File: src/rtl/alu_exec_ctrl.sv
// Multi-cycle execute controller for the 9-bit ALU: IDLE -> READ -> EXEC -> WB, with sticky HALT.
// Optional retired-instruction counter enabled by defining ALU_EXEC_CTRL_RETIRE_CNT_EN.
module alu_exec_ctrl #(
  parameter int DW   = 9,
  parameter int NREG = 4
) (
  input  logic                     clk,
  input  logic                     rst_n,
  input  logic                     instr_valid,
  output logic                     instr_ready,
  input  logic [16:0]              instr,
  output logic [3:0]               alu_op,
  output logic [DW-1:0]            alu_a,
  output logic [DW-1:0]            alu_b,
  input  logic [DW-1:0]            alu_out,
  output logic                     wb_valid,
  output logic [$clog2(NREG)-1:0]  wb_rd,
  output logic [DW-1:0]            wb_data,
  output logic                     halted,
  output logic                     illegal,
  output logic [15:0]              retired_cnt
);

  localparam logic [3:0] OP_NOP  = 4'b1011;
  localparam logic [3:0] OP_HALT = 4'b1111;

  typedef enum logic [2:0] {
    S_IDLE = 3'd0,
    S_READ = 3'd1,
    S_EXEC = 3'd2,
    S_WB   = 3'd3,
    S_HALT = 3'd4
  } state_e;

  state_e                    state_q, state_d;
  logic [16:0]               instr_q, instr_d;
  logic [3:0]                alu_op_q, alu_op_d;
  logic [DW-1:0]             alu_a_q, alu_a_d;
  logic [DW-1:0]             alu_b_q, alu_b_d;
  logic [DW-1:0]             result_q, result_d;
  logic [DW-1:0]             regs_q [NREG];
  logic [DW-1:0]             regs_d [NREG];
  logic                      instr_ready_q, instr_ready_d;
  logic                      wb_valid_q, wb_valid_d;
  logic [$clog2(NREG)-1:0]   wb_rd_q, wb_rd_d;
  logic [DW-1:0]             wb_data_q, wb_data_d;
  logic                      halted_q, halted_d;
  logic                      illegal_q, illegal_d;

  logic [3:0]                op_s;
  logic [1:0]                rd_s;
  logic [1:0]                rs_s;
  logic [DW-1:0]             imm_s;

  function automatic logic is_write(input logic [3:0] op);
    return (op <= 4'b1010);
  endfunction

  function automatic logic is_undef(input logic [3:0] op);
    return (op >= 4'b1100) && (op <= 4'b1110);
  endfunction

  assign op_s  = instr_q[16:13];
  assign rd_s  = instr_q[12:11];
  assign rs_s  = instr_q[10:9];
  assign imm_s = instr_q[8:0];

`ifdef ALU_EXEC_CTRL_RETIRE_CNT_EN
  logic [15:0] cnt_q, cnt_d;
  assign retired_cnt = cnt_q;
`else
  assign retired_cnt = 16'h0000;
`endif

  // Next-state and datapath update for every controller flop.
  always_comb begin
    state_d       = state_q;
    instr_d       = instr_q;
    alu_op_d      = alu_op_q;
    alu_a_d       = alu_a_q;
    alu_b_d       = alu_b_q;
    result_d      = result_q;
    regs_d        = regs_q;
    instr_ready_d = instr_ready_q;
    wb_valid_d    = 1'b0;
    wb_rd_d       = wb_rd_q;
    wb_data_d     = wb_data_q;
    halted_d      = halted_q;
    illegal_d     = 1'b0;
`ifdef ALU_EXEC_CTRL_RETIRE_CNT_EN
    cnt_d         = cnt_q;
`endif
    case (state_q)
      S_IDLE: begin
        if (instr_valid && instr_ready_q) begin
          instr_d       = instr;
          instr_ready_d = 1'b0;
          state_d       = S_READ;
        end else begin
          state_d       = S_IDLE;
        end
      end
      S_READ: begin
        alu_op_d = op_s;
        alu_a_d  = regs_q[rd_s];
        if (op_s[3] == 1'b0) begin
          alu_b_d = regs_q[rs_s];
        end else begin
          alu_b_d = imm_s;
        end
        state_d = S_EXEC;
      end
      S_EXEC: begin
        // Pulses are registered here so they are high during exactly the WB cycle.
        result_d = alu_out;
        if (is_write(op_s)) begin
          wb_valid_d = 1'b1;
          wb_rd_d    = rd_s;
          wb_data_d  = alu_out;
        end else begin
          wb_valid_d = 1'b0;
        end
        illegal_d = is_undef(op_s);
        state_d   = S_WB;
      end
      S_WB: begin
        if (is_write(op_s)) begin
          regs_d[rd_s] = result_q;
        end else begin
          regs_d = regs_q;
        end
`ifdef ALU_EXEC_CTRL_RETIRE_CNT_EN
        if (cnt_q != 16'hFFFF) begin
          cnt_d = cnt_q + 16'd1;
        end else begin
          cnt_d = cnt_q;
        end
`endif
        if (op_s == OP_HALT) begin
          halted_d = 1'b1;
          state_d  = S_HALT;
        end else begin
          alu_op_d      = OP_NOP;
          alu_a_d       = {DW{1'b0}};
          alu_b_d       = {DW{1'b0}};
          instr_ready_d = 1'b1;
          state_d       = S_IDLE;
        end
      end
      S_HALT: begin
        instr_ready_d = 1'b0;
        state_d       = S_HALT;
      end
      default: begin
        instr_ready_d = 1'b1;
        state_d       = S_IDLE;
      end
    endcase
  end

  // Controller state, register file and registered outputs with synchronous reset.
  always_ff @(posedge clk) begin
    if (!rst_n) begin
      state_q       <= S_IDLE;
      instr_q       <= 17'h00000;
      alu_op_q      <= OP_NOP;
      alu_a_q       <= {DW{1'b0}};
      alu_b_q       <= {DW{1'b0}};
      result_q      <= {DW{1'b0}};
      for (int i = 0; i < NREG; i++) begin
        regs_q[i] <= {DW{1'b0}};
      end
      instr_ready_q <= 1'b1;
      wb_valid_q    <= 1'b0;
      wb_rd_q       <= '0;
      wb_data_q     <= {DW{1'b0}};
      halted_q      <= 1'b0;
      illegal_q     <= 1'b0;
`ifdef ALU_EXEC_CTRL_RETIRE_CNT_EN
      cnt_q         <= 16'h0000;
`endif
    end else begin
      state_q       <= state_d;
      instr_q       <= instr_d;
      alu_op_q      <= alu_op_d;
      alu_a_q       <= alu_a_d;
      alu_b_q       <= alu_b_d;
      result_q      <= result_d;
      regs_q        <= regs_d;
      instr_ready_q <= instr_ready_d;
      wb_valid_q    <= wb_valid_d;
      wb_rd_q       <= wb_rd_d;
      wb_data_q     <= wb_data_d;
      halted_q      <= halted_d;
      illegal_q     <= illegal_d;
`ifdef ALU_EXEC_CTRL_RETIRE_CNT_EN
      cnt_q         <= cnt_d;
`endif
    end
  end

  assign instr_ready = instr_ready_q;
  assign alu_op      = alu_op_q;
  assign alu_a       = alu_a_q;
  assign alu_b       = alu_b_q;
  assign wb_valid    = wb_valid_q;
  assign wb_rd       = wb_rd_q;
  assign wb_data     = wb_data_q;
  assign halted      = halted_q;
  assign illegal     = illegal_q;

endmodule

File: config.mk
export PLATFORM = sky130hd
export DESIGN_NAME = alu_exec_ctrl
export DESIGN_NICKNAME = d
export VERILOG_FILES = /design/src/rtl/alu_exec_ctrl.sv
export SDC_FILE = /design/constraint.sdc
export NUM_CORES = 1
export LEC_CHECK = 0
export ABC_AREA = 1
export ABC_CLOCK_PERIOD_IN_PS = 3100
export CORE_MARGIN = 4
export CORE_UTILIZATION = 50
export DETAILED_ROUTE_END_ITERATION = 12
export HOLD_SLACK_MARGIN = 0.1
export PLACE_DENSITY = 0.72
export REMOVE_ABC_BUFFERS = 1
export SLEW_MARGIN = 20
export SYNTH_ARGS = -nofsm -noshare
export SYNTH_HDL_FRONTEND = slang
export SYNTH_SLANG_ARGS = --single-unit
File: constraint.sdc
create_clock -name clk -period 3.1 [get_ports clk]
set_input_delay 0.62 -clock clk [delete_from_list [all_inputs] [get_ports clk]]
set_output_delay 0.62 -clock clk [all_outputs]
set_load 0.05 [all_outputs]
Yosys cells after proc, flatten, opt, wreduce, memory -nomap -nowiden
Index checks and enable logic that the tools add are counted.
{ "totals": {"rom_bits": 0, "inputBits": 29, "latchBits": 0, "elab_cells": 67, "ramBits": 0, "ff_bits": 102, "n_memories": 0} }
{ "op_classes": {"div": 0, "shift": 0, "addsub": 0, "mul": 0, "n_eq_ne": 7, "n_bitwise": 3, "magnitude_cmp": 6, "n_mux": 22, "n_reduce_logical": 13} }
{ "ops": {"columns": ["operator", "count"], "rows": [
  ["2-to-1 mux 9 bit", 7],
  ["binary-select mux 9 bit (select 2 bit)", 2],
  ["bitwise mux 36 bit", 1],
  ["one-hot mux 9 bit (2 select lines)", 2],
  ["demux 9 bit (select 2 bit)", 1],
  ["one-hot mux 3 bit (5 select lines)", 1],
  ["AND reduction 2 bit", 6],
  ["less-or-equal comparator 4 bit, second input constant", 2],
  ["one-hot mux 4 bit (2 select lines)", 1],
  ["== test 3 x 2 -> 1 bit, second input constant", 2],
  [">= comparator 3 bit, second input constant", 2],
  ["NOT 2 -> 3 bit", 2],
  ["== test 4 bit, second input constant", 1],
  [">= comparator 4 bit, second input constant", 1],
  ["2-to-1 mux 1 bit", 4],
  ["2-to-1 mux 4 bit", 1],
  ["inequality test 2 bit, second input constant", 2],
  ["one-hot mux 1 bit (4 select lines)", 1],
  ["== test 3 x 1 -> 1 bit, second input constant", 1],
  ["== test 3 bit, second input constant", 1],
  ["logical AND 1 bit", 3],
  ["zero test 3 bit", 1],
  ["less-than comparator 3 x 1 -> 1 bit, second input constant", 1],
  ["2-to-1 mux 3 bit", 1],
  ["4 further kinds", 4]
]} }

Depth between registers and ports, before layout
Gate-level depths: netlist of the first run.
{ "depth": {"depth_word": 6, "mapped_depth": 9} }

Least setup slack after synthesis of the first run
No wires, ideal clock.
{ "synth_timing": {"path_kind": "input to register", "startpoint": "input port rst_n", "endpoint": "register alu_a_q[0] (netlist: alu_a[0])", "n_path_buf": 3, "setup_slack_ns": 1.637, "arrival_ns": 1.331, "setup_time_ns": 0.132, "path_stages": 5, "required_time_ns": 2.968, "cell_sequence": "clkbuf_1 > inv_1 > buf_2 > clkbuf_1 > a21oi_1"} }
{ "synth_lines": {"columns": ["item", "line_no", "source"], "rows": [
  ["from (decl)", "8", "input logic rst_n,"],
  ["to (signal assigned)", "167", "alu_a_q <= {DW{1'b0}};"],
  ["to (signal assigned)", "186", "alu_a_q <= alu_a_d;"],
  ["to (decl)", "38", "logic [DW-1:0] alu_a_q, alu_a_d;"]
]} }
No word-level cell between the ends.

Worst setup path after layout of the first run
{ "layout_timing": {"startpoint": "register instr_ready_q (netlist: instr_ready)", "endpoint": "output port instr_ready"} }
{ "layout_lines": {"columns": ["item", "line_no", "source"], "rows": [
  ["from (decl)", "43", "logic instr_ready_q, instr_ready_d;"],
  ["from (signal assigned)", "190", "instr_ready_q <= instr_ready_d;"],
  ["to (decl)", "10", "output logic instr_ready,"]
]} }
No word-level cell between the ends.

==> summary.md, run 1 <==
| Metric | Value |
|---|---|
| Vias in the first global route | `4083` |
| Max_cap viols | `0` |
| Synth cell types | `25` |
| Placed wire-length estimate | `between 8000 and 9000 um` |
| Setup crit end kind | `primary output` |
| Area Growth Syn to Fin | `18.2%` |
| Vias per cell | `5.28` |
| Synth Area per Inst | `between 6 and 7 um2` |
| Slew Viols, Final | `0` |
| Worst setup path start | `instr_ready` |
| Worst reg-to-reg path cell count | `7` |
| Port buffer count | `65` |
| Seq cells post-synth | `102` |
| Top Ports | `82` |
| Yosys top cell area share | `between 40% and 50%` |
| R2r setup slk | `about 1.2 ns` |
| Slew @ Worst Pin | `approximately 0.73 ns` |
| Leading post-synthesis cells by cell area | `dfxtp_1 (44%), nand2_1 (18%), a21oi_1 (9.0%)` |
| Min-delay worst type | `reg2reg` |
| Yosys top cell by area | `dfxtp_1` |
| Worst reg2reg path endpoint | `wb_data[7]` |
| Routed len/inst | `14.6 um` |
| FP Rows | `34` |
| H-tree depth | `3` |
| Chip height | `104 um` |
| Clk_lat worst skew | `0.36 ns` |
| Antenna violations before repair | `0` |
| RR Startpoint | `state_q[2]` |
| Ant. Diodes | `0` |
| First-pass GRT wire length | `20100 um` |
| Clk_skew | `0.00871 ns` |
| Drt first pass iters | `6` |
| GRT overflow | `0` |
| Setup crit start kind | `flip-flop` |
| GRT Total Usage | `a little under a quarter` |
| Final hold violations | `0` |
| Post_cts resized | `0` |
| Clk Tree Root Cell | `clkbuf_8` |
| Post-CTS Setup Inserts | `0` |
| Via count | `4405` |
| Num CTS Buffers | `9` |
| Crit path to | `instr_ready` |
| DR DRC count | `0` |
| Post-CTS Hold Fix Bufs | `0` |
| Fin cells | `between 800 and 900` |
| Post-Syn Area | `4620 um2` |
| Ys Warns | `0` |
| Die width | `104 um` |
| DIE AREA | `10800 um2` |
| Hold Slack | `0.459 ns` |
| Peak supply drop | `382 uV` |
| Unrepaired setup endpoints after global routing | `no` |
| # setup viols final | `0` |
| Outcome | `finished clean` |
| CTS tree | `built` |
| Worst-path cell chain | `clkdlybuf4s50_1` |
| Data arrival time of the critical path | `about 1.6 ns` |
| Register area share after synthesis | `between 40% and 50%` |
| Max stage delay on crit path | `approximately 0.83 ns` |
| Relative slew slack | `51.6%` |
| Reg clk slew, reported paths | `0.10 ns` |
| Setup TNS Final | `0 ns` |
| Levels on crit path | `1` |
| Placeable core region | `about 8800 um2` |
| Initial DRC Count | `285` |
| Num Clock Sinks | `102` |
| Mapped Cells | `672` |
| Initial core utilization | `52.2%` |
| Period Utilization, post-route | `71.5%` |
| Share of post-route cells with drive strength above 1 | `5.37%` |
| Worst-path maximum fanout | `4` |
| CP Buf/Inv Count | `1` |
| Post-route cell area | `approximately 5500 um2` |
| Design Power | `approximately 3200 uW` |
| Post-route ant nets | `0` |
| Max frequency | `0.451 GHz` |
| Total wire length | `between 10000 and 15000 um` |
| Power per cell area | `589 nW/um2` |
| Post-Place Cells | `819` |
| GPL Wtd Cong | `0.785` |
| Fin crit period | `approximately 2.2 ns` |
| Placed Area | `5280 um2` |
| Worst Path Required | `about 2.5 ns` |
| Slowest CP cell | `clkdlybuf4s50_1` |
| Largest net degree at the start of global routing | `45` |
| Crit path kind | `reg2out` |
| CP top delay family | `buffers and inverters` |
| Final #Nets | `751` |
| Static leakage | `0.00220 uW` |
| Clk buf depth | `2` |
routing by layer:
metal | up-vias | part of all wire (%) | global-route usage, %
li1 | 2233 | - | -
met1 | 2009 | 44 | 29.5
met2 | 147 | 47 | 37.0
met3 | 16 | 6.9 | 5.28
met4 | 0 | 1.7 | 6.65
met5 | - | 0 | 0
cell families after synthesis:
kind of cell	synth area share [%]
DFF	44.2
AOI/OAI and AO/OA	13.6
other	0.0811
and+or+nand+nor	31.6
buffers and inverters	10.5
cell usage in the layout, fill, tap and decap left out, types with 5 or more instances in the layout:
master	netlist	final
nand2_1	224	224
dfxtp_1	102	102
a21oi_1	83	83
clkdlybuf4s50_1	0	65
nor2_1	48	48
inv_1	41	41
nand3_1	40	40
o21ai_0	37	37
nand4_1	19	19
conb_1	1	16
buf_4	19	13
clkbuf_8	0	9
clkinv_1	5	5
per-stage QoR:
step	setup slack [ns]	util, %
CTS	0.859	61.8
global placement	0.853	59.6
global route	0.811	61.8
floorplan	1.33	-
finish	0.882	61.8
detailed placement	0.744	59.6
state kept, by name, summed over array words and instances (netlist names), 2 cells and up:
name and cells:
wb_rd 2, alu_b 9, wb_data 9, alu_a 9, regs_q 36, result_q 9, alu_op 4, instr_q 17
state_q 3
synth_stat cells:
| cell type | n |
|---|---|
| clkbuf_1 | 19 |
| inv_2 | 2 |
| clkinv_1 | 5 |
| nand3_2 | 1 |
| buf_4 | 19 |
| inv_1 | 41 |
| nor4_1 | 1 |
| nor2_1 | 48 |
| o21ai_1 | 2 |
| buf_6 | 1 |
| conb_1 | 1 |
| dfxtp_1 | 102 |
| nand3_4 | 4 |
| nor2_4 | 1 |
| nand4_2 | 1 |
| nand3_1 | 40 |
| nand4_1 | 19 |
| nor2_2 | 1 |
| o22ai_1 | 3 |
| buf_2 | 15 |
| nand2_1 | 224 |
| o21ai_0 | 37 |
| a21oi_1 | 83 |
| buf_1 | 1 |
| nand2_2 | 1 |
where the power goes:
group	internal (uW)	switching [uW]
clock	373	457
sequential	1420	64.4
combinational	260	649
total	2050	1170
final cells by class:
cell class	count	area [um2]
well taps	108	135
repair buffers	79	768
multi-input cells	482	2150
clock inverters	5	60.1
clock buffers	10	128
flip-flops and latches	102	2040
fillers	833	3380
inverters	48	180
worst min path at each step:
stage / startpoint / endpoint / slack (ns) / cells after the start
3_5_place_dp: instr_q[8] / instr_q[8] / 0.45 / 2
4_1_cts: instr_q[0] / instr_q[0] / 0.46 / 2
6_report: instr_q[0] / instr_q[0] / 0.46 / 2
2_1_floorplan: instr_q[0] / instr_q[0] / 0.43 / 2
5_1_grt: instr_q[3] / instr_q[3] / 0.48 / 2
3_3_place_gp: instr_q[0] / instr_q[0] / 0.44 / 2
(Power assumes the default switching activity.)
==> run 2, diff against run 1 <==
- ABC_CLOCK_PERIOD_IN_PS: 3100 -> 1800
- CORE_UTILIZATION: 50 -> 48
- PLACE_DENSITY: 0.72 -> 0.73
- clock period: 3.1 -> 1.8 ns (I/O delays scaled with it)
==> summary.md, run 2 (synthesis results as in run 1) <==
| Metric | Value |
|---|---|
| Min-delay worst type | `reg2reg` |
| Vias in the first global route | `4076 (-0.17%)` |
| Post-route cell area | `5550 um2 (+1.5%)` |
| Chip height | `106 um (+1.9%)` |
| Final hold violations | `0 (unchanged)` |
| Commonest non-fill, non-tap cell in the layout | `nand2_1` |
| GRT Total Usage | `21.9% (-0.58 points)` |
| First-pass GRT wire length | `20100 um (about the same)` |
| Share of power burned in registers | `46.1% (about the same)` |
| CP top delay family | `flip-flops` |
| Clk buf depth | `2 (unchanged)` |
| Initial DRC Count | `343 (+20%)` |
| FP Rows | `35 (+2.9%)` |
| Slowest CP cell | `dfxtp_1` |
| Num Clock Sinks | `102 (unchanged)` |
| Setup TNS Final | `0 ns (unchanged)` |
| Worst-path cell chain | `nand2_1 > inv_1 > nand2_1 > nand2_1 > buf_12 > nand3_1 > a21oi_1` |
| Die width | `106 um (+1.9%)` |
| Share of post-route cells with drive strength above 1 | `11.9% (+6.6 points)` |
| H-tree depth | `3 (unchanged)` |
| Ant. Diodes | `0 (unchanged)` |
| Clk_lat worst skew | `0.36 ns (about the same)` |
| Unrepaired setup endpoints after global routing | `no` |
| Drt first pass iters | `5 (-1)` |
| GRT overflow | `0 (unchanged)` |
| Clk Tree Root Cell | `clkbuf_8` |
| Commonest non-fill, non-tap cells in the layout | `nand2_1 (224), dfxtp_1 (102), a21oi_1 (83)` |
| Post_cts resized | `0 (unchanged)` |
| Switch share | `35.9% (-0.39 points)` |
| Clock power share | `25.5% (-0.2 points)` |
| Pint | `3580 uW (+75%)` |
| Placeable core region | `9330 um2 (+5.4%)` |
| Port buffer count | `65 (unchanged)` |
| Placed Area | `5360 um2 (+1.5%)` |
| Crit path kind | `reg2reg` |
| Antenna violations before repair | `0 (unchanged)` |
| Setup crit start kind | `flip-flop` |
| Comb pwr share | `28.5% (+0.3 points)` |
| DR DRC count | `0 (unchanged)` |
| Routed len/inst | `14.0 um (-3.8%)` |
| Max FFs per register | `36 (unchanged)` |
| Total wire length | `12100 um (about the same)` |
| Setup ws final | `0.346 ns (-0.537 ns)` |
| Finished Core Util | `59.5% (-2.3 points)` |
| Vias per cell | `5.15 (-2.6%)` |
| Top Ports | `82 (unchanged)` |
| DIE AREA | `11300 um2 (+3.8%)` |
| Outcome | `finished clean` |
| Max frequency | `0.688 GHz` |
| Post-CTS Hold Fix Bufs | `0 (unchanged)` |
| Setup crit end kind | `flip-flop` |
| Area Growth Syn to Fin | `20.0%` |
| Period Utilization, post-route | `80.8%` |
| Initial core utilization | `49.6% (-2.7 points)` |
| GPL Wtd Cong | `0.866 (+10%)` |
| Psw | `2010 uW (+72%)` |
| CP most frequent cell | `nand2_1` |
| Via count | `4461 (+1.3%)` |
| Fin crit period | `1.45 ns` |
| Post-CTS Setup Inserts | `0 (unchanged)` |
| Worst-path maximum fanout | `15 (+11)` |
| Regs by FF count | `regs_q (36), instr_q (17)` |
| Max_cap viols | `0 (unchanged)` |
| Fill cells | `911 (+9.4%)` |
| Worst Path Required | `2.10 ns (-0.38 ns)` |
| Post-Place Worst Slack | `0.199 ns (-0.544 ns)` |
| Max stage delay on crit path | `0.51 ns (-0.32 ns)` |
| CP Buf/Inv Count | `2 (+1)` |
| Placed wire-length estimate | `8470 um (+5.6%)` |
| Data arrival time of the critical path | `1.75 ns (+0.15 ns)` |
| Power per cell area | `1010 nW/um2 (+71%)` |
| Largest Register | `regs_q` |
| Slew Viols, Final | `0 (unchanged)` |
| Reg clk slew, reported paths | `0.10 ns (about the same)` |
| # setup viols final | `0 (unchanged)` |
| Final #Nets | `762 (+1.5%)` |
| Largest net degree at the start of global routing | `45 (unchanged)` |
| Clk_skew | `0.0106 ns (+0.00187 ns)` |
| CTS tree | `built` |
| Static leakage | `0.00235 uW (+6.6%)` |
| Peak supply drop | `600 uV (+57%)` |
| Num CTS Buffers | `9 (unchanged)` |
| Post-route ant nets | `0 (unchanged)` |
## run 2: cell types whose count changed in the layout (fill, tap and decap cells not counted)
cell and change:
clkinv_4 -1, buf_4 +43, clkinv_2 +2, clkdlybuf4s50_1 -37, buf_12 +5
## run 2: final cells by class
cell class                      instances  area, um2  area share, %
Multi-Input combinational cell        482       2150           38.8
Sequential cell                       102       2040           36.8
Inverter                               48        180           3.25
Clock inverter                          6       61.3           1.11
Clock buffer                           10        128           2.30
Tap cell                              129        161           2.91
Timing Repair Buffer                   90        821           14.8
## run 2: path summary, 6_finish.rpt
kind,startpoint,to,slack (ns),cells after the start
setup / recovery,instr_q[16],alu_b[4],0.35,7
hold / removal,instr_q[8],instr_q[8],0.46,2
setup reg to reg,instr_q[16],alu_b[4],0.35,7
hold reg to reg,instr_q[8],instr_q[8],0.46,2
## run 2: stage by stage
stage / instances / hold WS, ns / total power [uW]
floorplan: 632 / 0.429 / 3580
global placement: 851 / 0.437 / 4190
detailed placement: 851 / 0.445 / 4220
CTS: 867 / 0.459 / 5620
global route: 867 / 0.481 / 5890
finish: 867 / 0.458 / 5590
## run 2: per-layer routing
| layer | global-route usage, % | up-vias | share of wire, % |
|---|---|---|---|
| met4 | 6.94 | 0 | 2.4 |
| met5 | 0 | - | 0 |
| met3 | 4.25 | 23 | 6.6 |
| met2 | 35.3 | 159 | 47 |
| li1 | - | 2250 | - |
| met1 | 29.7 | 2029 | 44 |
## run 2: power groups by stage
stage | combinational [uW] | sequential, uW | clock [uW]
finish | 1590 | 2580 | 1420
global route | 1750 | 2600 | 1540
CTS | 1600 | 2580 | 1450
detailed placement | 1590 | 2630 | 0
global placement | 1570 | 2620 | 0
floorplan | 686 | 2900 | 0
## run 2: tightest hold or removal path, stage by stage, from the launching register on
cell     delay [ns]
dfxtp_1        0.31
inv_1          0.06
a21oi_1        0.05
==> run 3, diff against run 2 <==
- ABC_CLOCK_PERIOD_IN_PS: 1800 -> 1500
- CORE_UTILIZATION: 48 -> 50
- PLACE_DENSITY: 0.73 -> 0.72
- clock period: 1.8 -> 1.5 ns (I/O delays scaled with it)
==> summary.md, run 3 (synthesis results as in run 1) <==
| Metric | Value |
|---|---|
| Outcome | `finished clean` |
| Ant. Diodes | `0 (unchanged)` |
| FP Rows | `34 (-2.9%)` |
| Routed len/inst | `15.1 um (+7.7%)` |
| Static leakage | `0.00255 uW (+8.4%)` |
| Vias per cell | `5.47 (+6.3%)` |
| Period Utilization, post-route | `99.4% (+19 points)` |
| Clk Tree Root Cell | `clkbuf_8` |
| Switch share | `34.6% (-1.3 points)` |
| Via count | `4670 (+4.7%)` |
| Clock power share | `26.4% (+0.9 points)` |
| Setup ws final | `0.00917 ns (-0.336 ns)` |
| Antenna violations before repair | `0 (unchanged)` |
| Min-delay worst type | `reg2reg` |
| Largest net degree at the start of global routing | `36 (-20%)` |
| Post-Place Worst Slack | `-0.0250 ns (-0.224 ns)` |
| Worst reg-to-reg path cell count | `5 (-2)` |
| Largest Register | `regs_q` |
| Vias in the first global route | `4464 (+9.5%)` |
| Data arrival time of the critical path | `1.75 ns (about the same)` |
| Levels on crit path | `5 (-2)` |
| Peak supply drop | `844 uV (+41%)` |
| Worst-path maximum fanout | `29 (+14)` |
| Seq. cell area | `2040 um2 (unchanged)` |
| CP Buf/Inv Count | `1 (-1)` |
| Comb pwr share | `30.7% (+2.2 points)` |
| Num CTS Buffers | `9 (unchanged)` |
| Post-route cell area | `6170 um2 (+11%)` |
| Fill cells | `745 (-18%)` |
| Placed Area | `5890 um2 (+10%)` |
| WL met3 | `966 um (+21%)` |
| Placed wire-length estimate | `8860 um (+4.6%)` |
| Clk_lat worst skew | `0.36 ns (about the same)` |
| Top Metal Used | `met4` |
| Num Clock Sinks | `102 (unchanged)` |
| Slowest CP cell | `dfxtp_1` |
| Commonest non-fill, non-tap cell in the layout | `nand2_1` |
| Drt first pass iters | `5 (unchanged)` |
| Reg clk slew, reported paths | `0.10 ns (about the same)` |
| WL met2 | `6260 um (+10%)` |
| Max stage delay on crit path | `0.37 ns (-0.14 ns)` |
| Pint | `4790 uW (+34%)` |
| Initial core utilization | `52.2% (+2.7 points)` |
| Setup crit end kind | `flip-flop` |
| Psw | `2530 uW (+26%)` |
| CP most frequent cell | `nor2_1` |
| Post-Place Cells | `835 (-1.9%)` |
| Max_cap viols | `0 (unchanged)` |
| GRT overflow | `0 (unchanged)` |
| Max frequency | `0.671 GHz (-2.4%)` |
| Area of the multi-input gates | `2190 um2 (+1.6%)` |
| CP top delay family | `simple AND/OR/NAND/NOR gates` |
| Total wire length | `12900 um (+6.0%)` |
| # setup viols final | `0 (unchanged)` |
| Final hold violations | `0 (unchanged)` |
| Top Ports | `82 (unchanged)` |
| Max FFs per register | `36 (unchanged)` |
| Hold Slack | `0.462 ns (+0.00446 ns)` |
| DR DRC count | `0 (unchanged)` |
| Clk_skew | `0.00916 ns (-0.00141 ns)` |
| Clk buf depth | `2 (unchanged)` |
| Hold Path Stages | `2 (unchanged)` |
| DIE AREA | `10800 um2 (-3.7%)` |
| Area Growth Syn to Fin | `33.4%` |
| Worst-path cell chain | `buf_12 > nor2_1 > nand3_2 > nor2_1 > nor2_1` |
| Fin crit period | `1.49 ns (+0.0363 ns)` |
| Placeable core region | `8850 um2 (-5.1%)` |
| Fin cells | `854 (-1.5%)` |
| GRT Total Usage | `23.5% (+1.6 points)` |
| Share of power burned in registers | `42.9% (-3.2 points)` |
| First-pass GRT wire length | `21200 um (+5.3%)` |
| Chip height | `104 um (-1.9%)` |
| Metal1 wirelength | `5310 um (-1.3%)` |
| Post-route ant nets | `0 (unchanged)` |
| Worst Path Required | `1.76 ns (-0.34 ns)` |
| Regs by FF count | `regs_q (36), instr_q (17)` |
| Die width | `104 um (-1.9%)` |
| Port buffer count | `65 (unchanged)` |
| Share of post-route cells with drive strength above 1 | `13.3% (+1.3 points)` |
| CTS tree | `built` |
| Post-CTS Hold Fix Bufs | `0 (unchanged)` |
| Commonest non-fill, non-tap cells in the layout | `nand2_1 (224), dfxtp_1 (102), a21oi_1 (83)` |
| Power per cell area | `1190 nW/um2 (+18%)` |
| Final #Nets | `771 (+1.2%)` |
| Setup crit start kind | `flip-flop` |
| Initial DRC Count | `305 (-11%)` |
| GPL Wtd Cong | `0.891 (+2.9%)` |
| H-tree depth | `3 (unchanged)` |
| Slew Viols, Final | `0 (unchanged)` |
| Crit path kind | `reg2reg` |
## run 3: cell type report
| cell class | count | area share [%] |
|---|---|---|
| clock inverters | 5 | 1.34 |
| clock buffers | 10 | 2.23 |
| repair buffers | 97 | 22.7 |
| well taps | 108 | 2.19 |
| inverters | 48 | 2.98 |
| multi-input cells | 484 | 35.5 |
| flip-flops and latches | 102 | 33.1 |
## run 3: worst paths after layout
check                                  from  slack, ns     endpoint
worst max-delay path            instr_q[11]      0.009   regs_q[16]
worst min-delay path            instr_q[14]       0.46  instr_q[14]
worst max register to register  instr_q[11]      0.009   regs_q[16]
worst min register to register  instr_q[14]       0.46  instr_q[14]
## run 3: stage by stage
stage | TNS (ns) | utilization [%] | power [uW]
detailed placement | -0.0345 | 66.6 | 5390
finish | 0 | 69.7 | 7320
global route | -0.0800 | 69.7 | 7670
global placement | 0 | 66.6 | 5340
floorplan | -13.23 | - | 4300
CTS | 0 | 69.1 | 7300
## run 3: repair_timing
item | CTS | global route
resized for setup | 0 | 4
setup endpoints to repair | 0 | 37
setup buffers | 0 | 2
## run 3: routing by layer
layer / track usage [%] / vias up
met5: 0 / -
met4: 9.02 / 0
met3: 5.34 / 34
met2: 40.5 / 214
met1: 28.4 / 2143
li1: - / 2279
## run 3: power by group through the flow
stage / Sequential [uW] / Combinational [uW] / Clock (uW)
3_3_place_gp: 3190 / 2150 / 0
5_1_grt: 3160 / 2450 / 2070
2_1_floorplan: 3480 / 824 / 0
6_report: 3140 / 2250 / 1930
4_1_cts: 3130 / 2200 / 1960
3_5_place_dp: 3200 / 2200 / 0
## run 3: worst reg2reg max path: stages, from the launching register on
cell and delay [ns]:
dfxtp_1 0.37, buf_12 0.18, nor2_1 0.33, nand3_2 0.29
nor2_1 0.17, nor2_1 0.06
